**src/rtl/vga_timing_pkg.sv**
```systemverilog
// Shared 640x480@60Hz timing constants and the idle levels of the sync/blank outputs.
// The pixel stage imports the same constants so everyone agrees on the geometry.
package vga_timing_pkg;

  localparam int CNT_W = 10;
  localparam int CNT_MAX = (1 << CNT_W) - 1;

  localparam int H_VISIBLE_DEF = 640;
  localparam int H_FRONT_DEF   = 16;
  localparam int H_SYNC_DEF    = 96;
  localparam int H_BACK_DEF    = 48;
  localparam int H_TOTAL_DEF   = H_VISIBLE_DEF + H_FRONT_DEF + H_SYNC_DEF + H_BACK_DEF;

  localparam int V_VISIBLE_DEF = 480;
  localparam int V_FRONT_DEF   = 10;
  localparam int V_SYNC_DEF    = 2;
  localparam int V_BACK_DEF    = 33;
  localparam int V_TOTAL_DEF   = V_VISIBLE_DEF + V_FRONT_DEF + V_SYNC_DEF + V_BACK_DEF;

  localparam int BLANK_DELAY_DEF = 1;
  localparam int SYNC_DELAY_DEF  = 2;

  // Both syncs are active-low, so idle is high; blank idles at "not visible".
  localparam logic HS_INACTIVE    = 1'b1;
  localparam logic VS_INACTIVE    = 1'b1;
  localparam logic BLANK_INACTIVE = 1'b0;

  // True while cnt lies in [start, start+width).
  function automatic logic in_window(input logic [CNT_W-1:0] cnt, input int start,
                                     input int width);
    return (cnt >= CNT_W'(start)) && (cnt < CNT_W'(start + width));
  endfunction

endpackage

```
**src/rtl/sync_delay_line.sv**
```systemverilog
// Synchronous-reset shift register used to align sync/blank with the pixel pipeline.
// DEPTH of zero degenerates to a plain wire.
module sync_delay_line #(
  parameter int               WIDTH     = 1,
  parameter int               DEPTH     = 1,
  parameter logic [WIDTH-1:0] RESET_VAL = '0
) (
  input  logic             vga_clk,
  input  logic             reset_n,
  input  logic [WIDTH-1:0] d,
  output logic [WIDTH-1:0] q
);

  generate
    if (DEPTH == 0) begin : g_wire
      assign q = d;
    end else begin : g_shift
      logic [WIDTH-1:0] stage [DEPTH];

      always_ff @(posedge vga_clk) begin
        if (!reset_n) begin
          for (int i = 0; i < DEPTH; i++) stage[i] <= RESET_VAL;
        end else begin
          stage[0] <= d;
          for (int i = 1; i < DEPTH; i++) stage[i] <= stage[i-1];
        end
      end

      assign q = stage[DEPTH-1];
    end
  endgenerate

endmodule

```
**src/rtl/vga_timing_gen.sv**
```systemverilog
// Free-running VGA raster counters with sync/blank decode, pipeline-matched output delays,
// and a frame strobe/counter for game-logic pacing.
module vga_timing_gen
  import vga_timing_pkg::*;
#(
  parameter int H_VISIBLE   = H_VISIBLE_DEF,
  parameter int H_FRONT     = H_FRONT_DEF,
  parameter int H_SYNC      = H_SYNC_DEF,
  parameter int H_BACK      = H_BACK_DEF,
  parameter int V_VISIBLE   = V_VISIBLE_DEF,
  parameter int V_FRONT     = V_FRONT_DEF,
  parameter int V_SYNC      = V_SYNC_DEF,
  parameter int V_BACK      = V_BACK_DEF,
  parameter int BLANK_DELAY = BLANK_DELAY_DEF,
  parameter int SYNC_DELAY  = SYNC_DELAY_DEF
) (
  input  logic             vga_clk,
  input  logic             reset_n,
  output logic [CNT_W-1:0] DrawX,
  output logic [CNT_W-1:0] DrawY,
  output logic             blank,
  output logic             hs,
  output logic             vs,
  output logic             frame_start,
  output logic [7:0]       frame_count
);

  localparam int H_TOTAL = H_VISIBLE + H_FRONT + H_SYNC + H_BACK;
  localparam int V_TOTAL = V_VISIBLE + V_FRONT + V_SYNC + V_BACK;

  generate
    if (H_TOTAL > CNT_MAX || V_TOTAL > CNT_MAX) begin : g_bad_geometry
      $error("vga_timing_gen: H_TOTAL/V_TOTAL must not exceed %0d", CNT_MAX);
    end
    if (BLANK_DELAY < 0 || BLANK_DELAY > 4 || SYNC_DELAY < 0 || SYNC_DELAY > 4) begin : g_bad_delay
      $error("vga_timing_gen: BLANK_DELAY/SYNC_DELAY must be within 0..4");
    end
  endgenerate

  logic [CNT_W-1:0] hc;
  logic [CNT_W-1:0] vc;
  logic [7:0]       fc;
  logic             h_end;
  logic             v_end;

  assign h_end = (hc == CNT_W'(H_TOTAL - 1));
  assign v_end = (vc == CNT_W'(V_TOTAL - 1));

  always_ff @(posedge vga_clk) begin
    if (!reset_n) begin
      hc <= '0;
      vc <= '0;
      fc <= '0;
    end else if (h_end) begin
      hc <= '0;
      if (v_end) begin
        vc <= '0;
        fc <= fc + 8'd1;
      end else begin
        vc <= vc + CNT_W'(1);
      end
    end else begin
      hc <= hc + CNT_W'(1);
    end
  end

  // Raw decode straight off the counters; the delay lines below align it with the pixels.
  logic vis_r;
  logic hs_r;
  logic vs_r;

  always_comb begin
    vis_r = (hc < CNT_W'(H_VISIBLE)) && (vc < CNT_W'(V_VISIBLE));
    hs_r  = !in_window(hc, H_VISIBLE + H_FRONT, H_SYNC);
    vs_r  = !in_window(vc, V_VISIBLE + V_FRONT, V_SYNC);
  end

  sync_delay_line #(
    .WIDTH    (2),
    .DEPTH    (SYNC_DELAY),
    .RESET_VAL({HS_INACTIVE, VS_INACTIVE})
  ) u_sync_dly (
    .vga_clk(vga_clk),
    .reset_n(reset_n),
    .d      ({hs_r, vs_r}),
    .q      ({hs, vs})
  );

  sync_delay_line #(
    .WIDTH    (1),
    .DEPTH    (BLANK_DELAY),
    .RESET_VAL(BLANK_INACTIVE)
  ) u_blank_dly (
    .vga_clk(vga_clk),
    .reset_n(reset_n),
    .d      (vis_r),
    .q      (blank)
  );

  assign DrawX       = hc;
  assign DrawY       = vc;
  assign frame_count = fc;
  // Gated by reset so the strobe never fires while the counters are being held at 0,0.
  assign frame_start = reset_n && (hc == '0) && (vc == '0);

endmodule
```
**config.mk**
```make
export PLATFORM = sky130hd
export DESIGN_NAME = vga_timing_gen
export DESIGN_NICKNAME = d
export VERILOG_FILES = /design/src/rtl/vga_timing_pkg.sv /design/src/rtl/sync_delay_line.sv /design/src/rtl/vga_timing_gen.sv
export SDC_FILE = /design/constraint.sdc
export NUM_CORES = 1
export LEC_CHECK = 0
export CAP_MARGIN = 30
export CORE_AREA = 3 3 81 83
export DETAILED_ROUTE_END_ITERATION = 6
export DIE_AREA = 0 0 84 86
export GPL_TIMING_DRIVEN = 0
export HOLD_SLACK_MARGIN = 0.03
export SLEW_MARGIN = 30
export SYNTH_ARGS = -nofsm -noshare
export SYNTH_HDL_FRONTEND = slang
export SYNTH_HIERARCHICAL = 1
export SYNTH_SLANG_ARGS = --single-unit
```
**constraint.sdc**
```tcl
create_clock -name vga_clk -period 5 [get_ports vga_clk]
set_input_delay 0.5 -clock vga_clk [delete_from_list [all_inputs] [get_ports vga_clk]]
set_output_delay 0.5 -clock vga_clk [all_outputs]
set_load 0.05 [all_outputs]
```
# Word-level counts from Yosys, hierarchy flattened
# Memories as Yosys holds them, arrays and structs flattened.
# Index checks and enable logic that the tools add are counted.
# word_totals
reg_bits	28
ramBits	5
input_bits	2
out_inout_bits	32
word_cells	38
mem_count	2
# mem_list
name	words	word_bits	rd	rd_clocked_by_memory_dff	wr	line_no	rtl
u_sync_dly.g_shift.stage	2	2	2	0	2	sync_delay_line.sv:18	logic [WIDTH-1:0] stage [DEPTH];
u_blank_dly.g_shift.stage	1	1	1	0	1	sync_delay_line.sv:18	
# classes
add_sub_neg	3
magnitude_cmp	6
eq_ne	2
n_mux	7
n_bitwise	3
reduce_logical	12
# ops
op	n
adder 10 x 1 -> 10 bit (second input constant)	2
== test 10 bit (second input constant)	2
logical NOT 10 bit	2
less-than comparator 10 bit (second input constant)	2
less-than comparator 10 x 9 -> 1 bit (second input constant)	2
>= comparator 10 bit (second input constant)	1
>= comparator 10 x 9 -> 1 bit (second input constant)	1
2-to-1 mux 10 bit	1
adder 8 x 1 -> 8 bit (second input constant)	1
logical AND 1 bit	5
2-to-1 mux 1 bit	4
2-to-1 mux 2 bit	2
logical NOT 1 bit	2
bitwise OR 1 bit	2
AND reduction 2 bit	1
OR reduction 2 bit	1
NOT 1 bit	1
OR reduction 1 bit	1

# Longest topological paths before layout
# logic_depth
ltp_word	4
ltp_mapped	8
depth_no_buf	6

# Cells and area by module
# Netlist, hierarchy kept.
# modules_own_cells
module	n_inst	cells_per_inst	area_each_um2	seq_area_each_um2
vga_timing_gen	1	176	1426.4	560.5
sync_delay_line at u_sync_dly	1	10	120.1	80.1
sync_delay_line at u_blank_dly	1	2	26.3	20.0

# Least setup slack after synthesis
# No wires, ideal clock.
# synth_timing
path_kind	flip-flop to flip-flop
from	register vc[0], in the netlist DrawY[0]
to	register fc[3], in the netlist frame_count[3]
setup_time_ns	0.071
t_arrival_ns	2.438
required_ns	4.929
path_slack_ns	2.491
stages_incl_launch_ff	8
path_buffers	1
synth_period_minus_slack_ns	2.509
path_cell_list	dfxtp_1 > inv_1 > ha_1 > or4b_1 > or4_1 > buf_2 > or4_1 > a21oi_1
# synth_between
elab_chain_len	2
# synth_rtl
element	line_no	rtl
from (decl)	vga_timing_gen.sv:41	logic [CNT_W-1:0] vc;
from (signal assigned)	vga_timing_gen.sv:60	vc <= vc + CNT_W'(1);
== test 10 bit	vga_timing_gen.sv:47	assign v_end = (vc == CNT_W'(V_TOTAL - 1));
AND reduction 2 bit (no line)	n/a	
to (signal assigned)	vga_timing_gen.sv:58	fc <= fc + 8'd1;
to (decl)	vga_timing_gen.sv:42	logic [7:0] fc;
# Every way passes these cells.
# A chain may end at the register's enable or synchronous reset.

# Final worst setup path
# layout_timing
from	register vc[0], in the netlist DrawY[0]
to	output port frame_start
# layout_between
elab_chain_len	2
# layout_rtl
element	line_no	rtl
logical NOT 10 bit	vga_timing_gen.sv:104	assign frame_start = reset_n && (hc == '0) && (vc == '0);
logical AND 1 bit	vga_timing_gen.sv:104	
to (decl)	vga_timing_gen.sv:24	output logic frame_start,
# Every way passes these cells.

==> flow_summary.ini <==
[drt]
wl_mm = 3.90
drt_first_pass_iters = 4
via_count = 1508
ant_nets = 0
route.detailed.drc = 0
detail_route.iter0.violations = 64
wl_per_cell_um = 12.8
viasPerCell = 4.96

[yosys]
synth_top_family_by_area = simple AND/OR/NAND/NOR gates
synth_edf_count = 0
synthMuxAreaShare_pct = 0
async_reset_ff_share_pct = 0
synth_seq_area_share_pct = 42.0
synth_top_cell_by_area = dfxtp_1
synthTopCellsByCount = dfxtp_1 (33), a21oi_1 (17), nand3_1 (17), nor2_1 (14), or4_1 (10)
synth_area_per_cell_um2 = 8.37
syn-num-nets = 195
syn_area_um2 = 1570
ys_top_cells_by_area = dfxtp_1 (42%), a21oi_1 (5.4%), nand3_1 (5.4%)
synthXorXnorAreaFrac_pct = 5.01
synthAdderAreaFrac_pct = 3.98
yosysTopAreaCellShare_pct = 42.0
synth_compound_gate_area_share_pct = 12.1
synth_cell_type_count = 28
synth.most_common_cell = dfxtp_1
synth_warnings = 6
synth-simple-area-share_pct = 32.1
synthesis.instances = 188
ys_ff_latch = 33
yosys_most_used_dff = dfxtp_1

[global_routing]
gr-total-overflow = 0
grt_pass1_wl_mm = 6.57
grt_pass1_vias = 1368
grt_max_degree = 11
grt_util_all_layers_pct = 11.2
antenna_found_initial = 0

[sta]
setup_violations = 0
period_minus_slack_ns = 3.09
post-route-period-util_pct = 61.9
worst_pin_slew_ns = 0.607
fin_hold_ws_ns = 0.411
slew_headroom_pct = 59.3
fin_ws_ns = 1.91
rsz0062_at_grt = false
tns_ns = 0
hold_viol = 0
final_max_slew_viol_count = 0
skew_ns = 0.00998
max_freq_ghz = 0.323

[floorplanning]
die_h_um = 86
coreArea_um2 = 5920
ios = 34
initial_utilization_pct = 26.6
row_count = 28
die_area_um2 = 7220
die_w_um = 84

[worst_setup_path]
startpoint_type = flop
end_kind = primary output
crit_required_ns = 4.50
reg2regPathDepth = 8
path_class = reg2out
reg2reg_slack_ns = 2.50
r2r-start = DrawY[0]$_SDFFE_PN0N_
crit_fanout = 6
crit_arrival_ns = 2.59
regToRegEndpoint = frame_count[3]$_SDFFE_PN0P_

[power_and_ir_drop]
powerDensity_nw_per_um2 = 237
p_leak_nw = 0.672
ir_worst_vdd_mv = 0.124

[cts]
clkLatencyLatePin_ns = 0.29
cts_root_buf = clkbuf_8
ctsHoldBuffers = 0
cts_buffer_depth = 2
clkSlewWorstSetupHoldPaths_ns = 0.07
cts_resized = 0
htreeDepth = 2
cts_tree = yes
cts_sinks = 33
cts_buffers = 5
postCtsSetupRepairBufs = 0

[outcome]
status = finished, final reports clean

[min_path]
hp-class = reg2reg
holdPathEnd = u_sync_dly/g_shift.stage[0][2]$_SDFF_PN1_
min-delay-start = u_sync_dly/g_shift.stage[0][0]$_SDFF_PN1_
hold_path_depth = 1

[place]
pre_cts_slack_ns = 1.97
hpwl_mm = 2.76
gp_congestion = 0.770
portBuffers = 33

[layout]
final_nets = 235
drive_gt1_share_pct = 4.37
area_growth_pct = 32.2
antenna_cells = 0

[flow_run]
max-cap-violations = 0
-- power breakdown --
| group | leakage, nW | switching [W] | internal [W] | total, W |
|---|---|---|---|---|
| Combinational | 0.360 | 0.0000210 | 0.0000102 | 0.0000312 |
| Sequential | 0.267 | 0.00000314 | 0.000265 | 0.000268 |
| Clock | 0.0450 | 0.0000969 | 0.0000963 | 0.000193 |
| Total | 0.672 | 0.000121 | 0.000372 | 0.000493 |
-- worst max path at each step --
stage                          start                     endpoint  slack [ns]
2_1_floorplan  DrawY[0]$_SDFFE_PN0N_  frame_count[3]$_SDFFE_PN0P_        2.49
3_3_place_gp                 reset_n                  frame_start        1.96
3_5_place_dp                 reset_n                  frame_start        1.97
4_1_cts        DrawY[0]$_SDFFE_PN0N_                  frame_start        1.89
5_1_grt        DrawY[0]$_SDFFE_PN0N_                  frame_start        1.75
6_report       DrawY[0]$_SDFFE_PN0N_                  frame_start        1.91
-- flip-flops by register name, summed over array words and instances (netlist names) --
signal	count
DrawY	10
u_blank_dly/g_shift.stage	1
DrawX	10
frame_count	8
u_sync_dly/g_shift.stage	4
-- cells in the final DEF (no fill, tap or decap), drive strengths merged, types with 3 or more instances in the layout --
cell type | synthesis | layout
a21oi | 17 | 17
and3 | 7 | 7
buf | 3 | 3
clkbuf | 7 | 13
clkdlybuf4s50 | 0 | 33
dfxtp | 33 | 33
ha | 5 | 5
inv | 8 | 8
nand2 | 9 | 9
nand2b | 4 | 4
nand3 | 17 | 17
nand4 | 5 | 5
nor2 | 14 | 14
nor3 | 4 | 4
o21ai | 9 | 9
o31ai | 8 | 8
or3 | 8 | 8
or4 | 10 | 10
xnor2 | 5 | 5
xor2 | 4 | 4
-- layout make-up --
cell class	count	area, um2
Buffer	10	46.3
Sequential cell	33	661
Timing Repair Buffer	33	330
Inverter	8	30.0
Multi-Input combinational cell	137	836
Clock buffer	6	72.6
Clock inverter	2	10.0
Tap cell	75	93.8
Fill cell	618	3840
-- worst max-delay path, cell delays in order, from the launching register on --
cell,delay (ns)
dfxtp_1,0.36
inv_1,0.09
ha_1,0.14
or4b_1,0.45
nor4_1,0.23
and3_1,0.22
clkdlybuf4s50_1,0.81
-- cell families after synthesis --
group / after synthesis
and+or+nand+nor: 89
AOI/OAI and AO/OA: 34
DFF: 33
buffers and inverters: 18
xor gates and xnor gates: 9
adders and majority gates: 5
-- metrics by stage --
step / power [W] / cells / area, um2 / util [%]
6_report: 0.000493 / 304 / 2080 / 35.1
5_1_grt: 0.000512 / 304 / 2080 / 35.1
4_1_cts: 0.000504 / 304 / 2080 / 35.1
3_5_place_dp: 0.000306 / 296 / 2000 / 33.7
3_3_place_gp: 0.000306 / 296 / 2000 / 33.7
2_1_floorplan: 0.000294 / 188 / 1570 / -
-- metal layers --
metal / vias up / part of all wire, % / track usage (%)
li1: 767 / - / -
met1: 696 / 48 / 15.1
met2: 37 / 44 / 17.0
met3: 8 / 6.2 / 4.03
met4: 0 / 1.3 / 3.07
met5: - / 0 / 0
No activity file was read; power rests on OpenSTA's default activity.
